--- src/rtl/datapath_rr_arbiter.sv ---
// Round-robin arbiter for a 4:1 datapath mux: registered one-hot grant and select,
// with a bounded hold time while other requesters wait, plus the muxed operand on w.
module datapath_rr_arbiter #(
  parameter int WIDTH    = 32,
  parameter int MAX_HOLD = 4,
  parameter int CNT_W    = 8
) (
  input  logic             clk,
  input  logic             rst_n,
  input  logic [3:0]       req,
  input  logic [WIDTH-1:0] data0,
  input  logic [WIDTH-1:0] data1,
  input  logic [WIDTH-1:0] data2,
  input  logic [WIDTH-1:0] data3,
  output logic [3:0]       gnt,
  output logic [1:0]       sel,
  output logic             valid,
  output logic [WIDTH-1:0] w
);

  typedef enum logic {IDLE = 1'b0, GRANT = 1'b1} state_t;

  localparam logic [CNT_W-1:0] HOLD_LAST = CNT_W'((MAX_HOLD == 0) ? 0 : MAX_HOLD - 1);
  localparam logic [CNT_W-1:0] HOLD_MAX  = '1;

  state_t           state_q, state_d;
  logic [1:0]       ptr_q, ptr_d;
  logic [1:0]       sel_q, sel_d;
  logic [3:0]       gnt_q, gnt_d;
  logic             valid_q, valid_d;
  logic [CNT_W-1:0] hold_q, hold_d;
  logic [3:0]       others;
  logic             at_limit;
  logic             release_now;
  logic [1:0]       win;
  logic [WIDTH-1:0] mux_out;

  // First set bit of r scanning p, p+1, p+2, p+3 (mod 4).
  function automatic logic [1:0] pick(input logic [3:0] r, input logic [1:0] p);
    logic [1:0] idx;
    pick = p;
    for (int i = 3; i >= 0; i--) begin
      idx = p + 2'(i);
      if (r[idx]) pick = idx;
    end
  endfunction

  always_comb begin
    state_d     = state_q;
    ptr_d       = ptr_q;
    sel_d       = sel_q;
    gnt_d       = gnt_q;
    valid_d     = valid_q;
    hold_d      = hold_q;
    win         = 2'd0;
    others      = req & ~gnt_q;
    // Once the limit is reached, the next competing request takes over.
    at_limit    = (MAX_HOLD != 0) && (hold_q >= HOLD_LAST);
    release_now = !req[sel_q] || (at_limit && (|others));
    case (state_q)
      IDLE: begin
        if (|req) begin
          win     = pick(req, ptr_q);
          state_d = GRANT;
          sel_d   = win;
          gnt_d   = 4'b0001 << win;
          valid_d = 1'b1;
          hold_d  = '0;
        end
      end
      GRANT: begin
        if (release_now) begin
          ptr_d  = sel_q + 2'd1;
          hold_d = '0;
          if (|others) begin
            // The outgoing owner is masked out of this arbitration.
            win   = pick(others, sel_q + 2'd1);
            sel_d = win;
            gnt_d = 4'b0001 << win;
          end else begin
            state_d = IDLE;
            sel_d   = 2'd0;
            gnt_d   = 4'b0000;
            valid_d = 1'b0;
          end
        end else if (hold_q != HOLD_MAX) begin
          hold_d = hold_q + 1'b1;
        end
      end
      default: state_d = IDLE;
    endcase
  end

  always_ff @(posedge clk) begin
    if (!rst_n) begin
      state_q <= IDLE;
      ptr_q   <= 2'd0;
      sel_q   <= 2'd0;
      gnt_q   <= 4'b0000;
      valid_q <= 1'b0;
      hold_q  <= '0;
    end else begin
      state_q <= state_d;
      ptr_q   <= ptr_d;
      sel_q   <= sel_d;
      gnt_q   <= gnt_d;
      valid_q <= valid_d;
      hold_q  <= hold_d;
    end
  end

  always_comb begin
    case (sel_q)
      2'd0:    mux_out = data0;
      2'd1:    mux_out = data1;
      2'd2:    mux_out = data2;
      default: mux_out = data3;
    endcase
  end

  assign gnt   = gnt_q;
  assign sel   = sel_q;
  assign valid = valid_q;
  assign w     = valid_q ? mux_out : '0;

endmodule
--- config.mk ---
export PLATFORM = sky130hd
export DESIGN_NAME = datapath_rr_arbiter
export DESIGN_NICKNAME = d
export VERILOG_FILES = /design/src/rtl/datapath_rr_arbiter.sv
export SDC_FILE = /design/constraint.sdc
export NUM_CORES = 1
export LEC_CHECK = 0
export CAP_MARGIN = 20
export CORE_ASPECT_RATIO = 2
export CORE_MARGIN = 5
export CORE_UTILIZATION = 35
export CTS_CLUSTER_DIAMETER = 150
export DETAILED_ROUTE_END_ITERATION = 7
export PLACE_DENSITY = 0.95
export SYNTH_ARGS = -nofsm -noshare
export SYNTH_HDL_FRONTEND = slang
export SYNTH_SLANG_ARGS = --single-unit
--- constraint.sdc ---
create_clock -name clk -period 5.6 [get_ports clk]
set_input_delay 0.84 -clock clk [delete_from_list [all_inputs] [get_ports clk]]
set_output_delay 0.84 -clock clk [all_outputs]
set_load 0.005 [all_outputs]
==> flow_summary.yaml <==
synth:
  ys_ff_latch: 18
  yosys-top-cells-count: "nand2_1 (42), o21ai_0 (34), and2_1 (33)"
  synth_edf_count: 0
  synth_cell_types: 43
  async_reset_ff_share_pct: 0
  synth.most_common_cell: "nand2_1"
  ys_seq_area_share_pct: 17.6
  yosys_warnings: 0
  syn_inst: 291
  synth_ff_type: "dfxtp_1"
  yosysTopAreaCellShare_pct: 17.6
  syn_nets: 430
  syn_avg_cell_area_um2: 7.04
  syn_area_mm2: 0.00205
  synth_area_leaders: "dfxtp_1 (18%), a222oi_1 (16%), and2_1 (10%)"
  synth_top_cell_by_area: "dfxtp_1"
timing:
  fin_skew_ns: 0.00135
  holdWs_ns: 0.530
  slew_viol_final: 0
  rsz0062_at_grt: "no"
  fmax_ghz: 0.273
  hold_viol_final: 0
  fin_crit_sh_pct: 65.3
  fin_crit_ns: 3.66
  worst_slew_pin_slew_ns: 1.02
  fin_setup_tns_ns: 0
  setup_viol: 0
  maxSlewHeadroom_pct: 31.9
floorplanning:
  rows: 39
  core_mm2: 0.00571
  die-area_mm2: 0.00757
  ios: 173
  die_x_um: 64.1
  start_util_pct: 35.9
  die_h_um: 118
cts:
  holdBufCountCts: 0
  clockRootBuffer: "clkbuf_16"
  clk_path_buf_depth: 2
  htree_levels: 1
  numCtsBuffers: 3
  post-cts-setup-buffers: 0
  clock_latency_ns: 0.25
  path_clk_slew_ns: 0.05
  cts_sinks: 18
  cts_tree: "done"
  cts_resized: 0
worst_setup_path:
  path_buf_inv: 2
  arrival_ns: 2.82
  endpoint_kind: "output pin"
  critPathMaxStageDelay_ns: 0.67
  critPathTopFamily: "buffers and inverters"
  cp.required_ns: 4.76
  start_kind: "flop"
  critPathKind: "flop to output pin"
  crit_fanout: 17
  worstPathCellList: "ha_1, buf_4, a222oi_1, o21ai_0, and2_1, clkdlybuf4s50_1"
  critPathSlowestCell: "ha_1"
cells_and_area:
  fin_util_pct: 68.2
  drive_gt1_share_pct: 3.79
  syn_to_final_growth_pct: 90.2
  nets: 588
  num_antenna_cells: 0
routing:
  drtIter0Drc: 400
  num_vias: 3068
  drtPass1Iterations: 8
  routedWlPerCell_um: 19.9
  via_per_inst: 6.03
  ant_nets: 0
  finalWirelength_um: 10100
  drc: 0
place:
  port_buffers: 172
  place.gp.congestion: 0.907
  dp_hpwl_um: 7940
flow_run:
  max-cap-violations: 0
global_routing:
  grt_pass1_wl_um: 15300
  grt_start_max_net_pins: 65
  grtUsageTotal_pct: 24.7
  grt_pass1_vias: 3054
  antenna_found_initial: 0
  overflow: 0
pwr:
  leakagePower_nw: 1.38
  power_density_mw_per_mm2: 210
  peakVddDrop_mv: 0.274
run_status:
  status: "finished, final reports clean"
min_path:
  hold_class: "flop to flop"
-- flip-flops by register name, summed over array words and instances (netlist names) --
register and count:
gnt 4, hold_q 8, ptr_q 2, sel 2
state_q 1, valid 1
-- cell families (layout without fill, tap and decap cells) --
group,after synthesis,count (layout),synth area share (%)
and+or+nand+nor,124,124,32.0
DFF,18,18,17.6
buffers and inverters,29,186,5.44
adders and majority gates,5,5,3.05
xor gates and xnor gates,4,4,1.71
AOI/OAI and AO/OA,110,110,39.1
muxes,1,1,1.10
-- cell type report --
cell class              instances  area (um2)
fillers                       450        1810
well taps                      61        76.3
repair buffers                175        1760
flip-flops and latches         18         360
inverters                       7        26.3
multi-input cells             244        1580
clock buffers                   4        88.8
-- report_power, final --
group	internal, mW	total [mW]	switching (mW)	leakage, nW
combinational	0.279	0.493	0.215	1.19
clock	0.109	0.159	0.0505	0.0442
sequential	0.140	0.164	0.0233	0.147
total	0.528	0.816	0.288	1.38
-- through the flow --
step	worst slack [ns]	cells	power [mW]	cell area, um2
finish	1.94	509	0.816	3890
floorplan	3.20	291	0.399	2050
CTS	1.96	509	0.814	3890
global placement	2.06	504	0.633	3780
global route	1.82	509	0.865	3890
detailed placement	2.24	505	0.654	3810
-- worst reg2reg max path: cells and delay by family, from the launching register on --
| kind | cells | cell delay (ns) |
|---|---|---|
| simple gates | 3 | 0.71 |
| flops | 1 | 0.54 |
| compound gates | 2 | 0.35 |
| buf+inv | 1 | 0.15 |
| fa+ha+maj | 1 | 0.44 |
-- layout by cell type (no fill, tap or decap), types with 2 or more instances in the layout --
master           count
inv_1                6
nor2b_1              4
and2_1              33
nor3_1               4
clkbuf_16            3
a222oi_1            32
o31ai_1              2
or4_1                3
o21ai_0             34
nand3_1              8
a2bb2oi_1            2
ha_1                 4
nand2_1             42
o22ai_1              2
a21oi_1             15
and2b_1              3
nor2_1              14
or3_1                2
nand2b_1             4
xor2_1               3
o21ai_1             11
buf_4                2
dfxtp_1             18
clkdlybuf4s50_1    172
nand4_1              2
a31oi_1              3
-- path summary, 6_finish.rpt --
kind	start	endpoint	slack (ns)	cells after the start
max	sel[0]	w[6]	1.94	6
min	hold_q[1]	hold_q[1]	0.53	2
max reg2reg	sel[0]	gnt[1]	3.35	7
min reg2reg	hold_q[1]	hold_q[1]	0.53	2
-- layer usage --
layer | share of wire [%] | track usage, % | up-vias
met5 | 0 | 0 | -
met2 | 53 | 47.4 | 198
li1 | - | - | 1428
met3 | 9.5 | 5.69 | 29
met1 | 33 | 23.8 | 1413
met4 | 3.7 | 10.6 | 0
(Power assumes the default switching activity.)
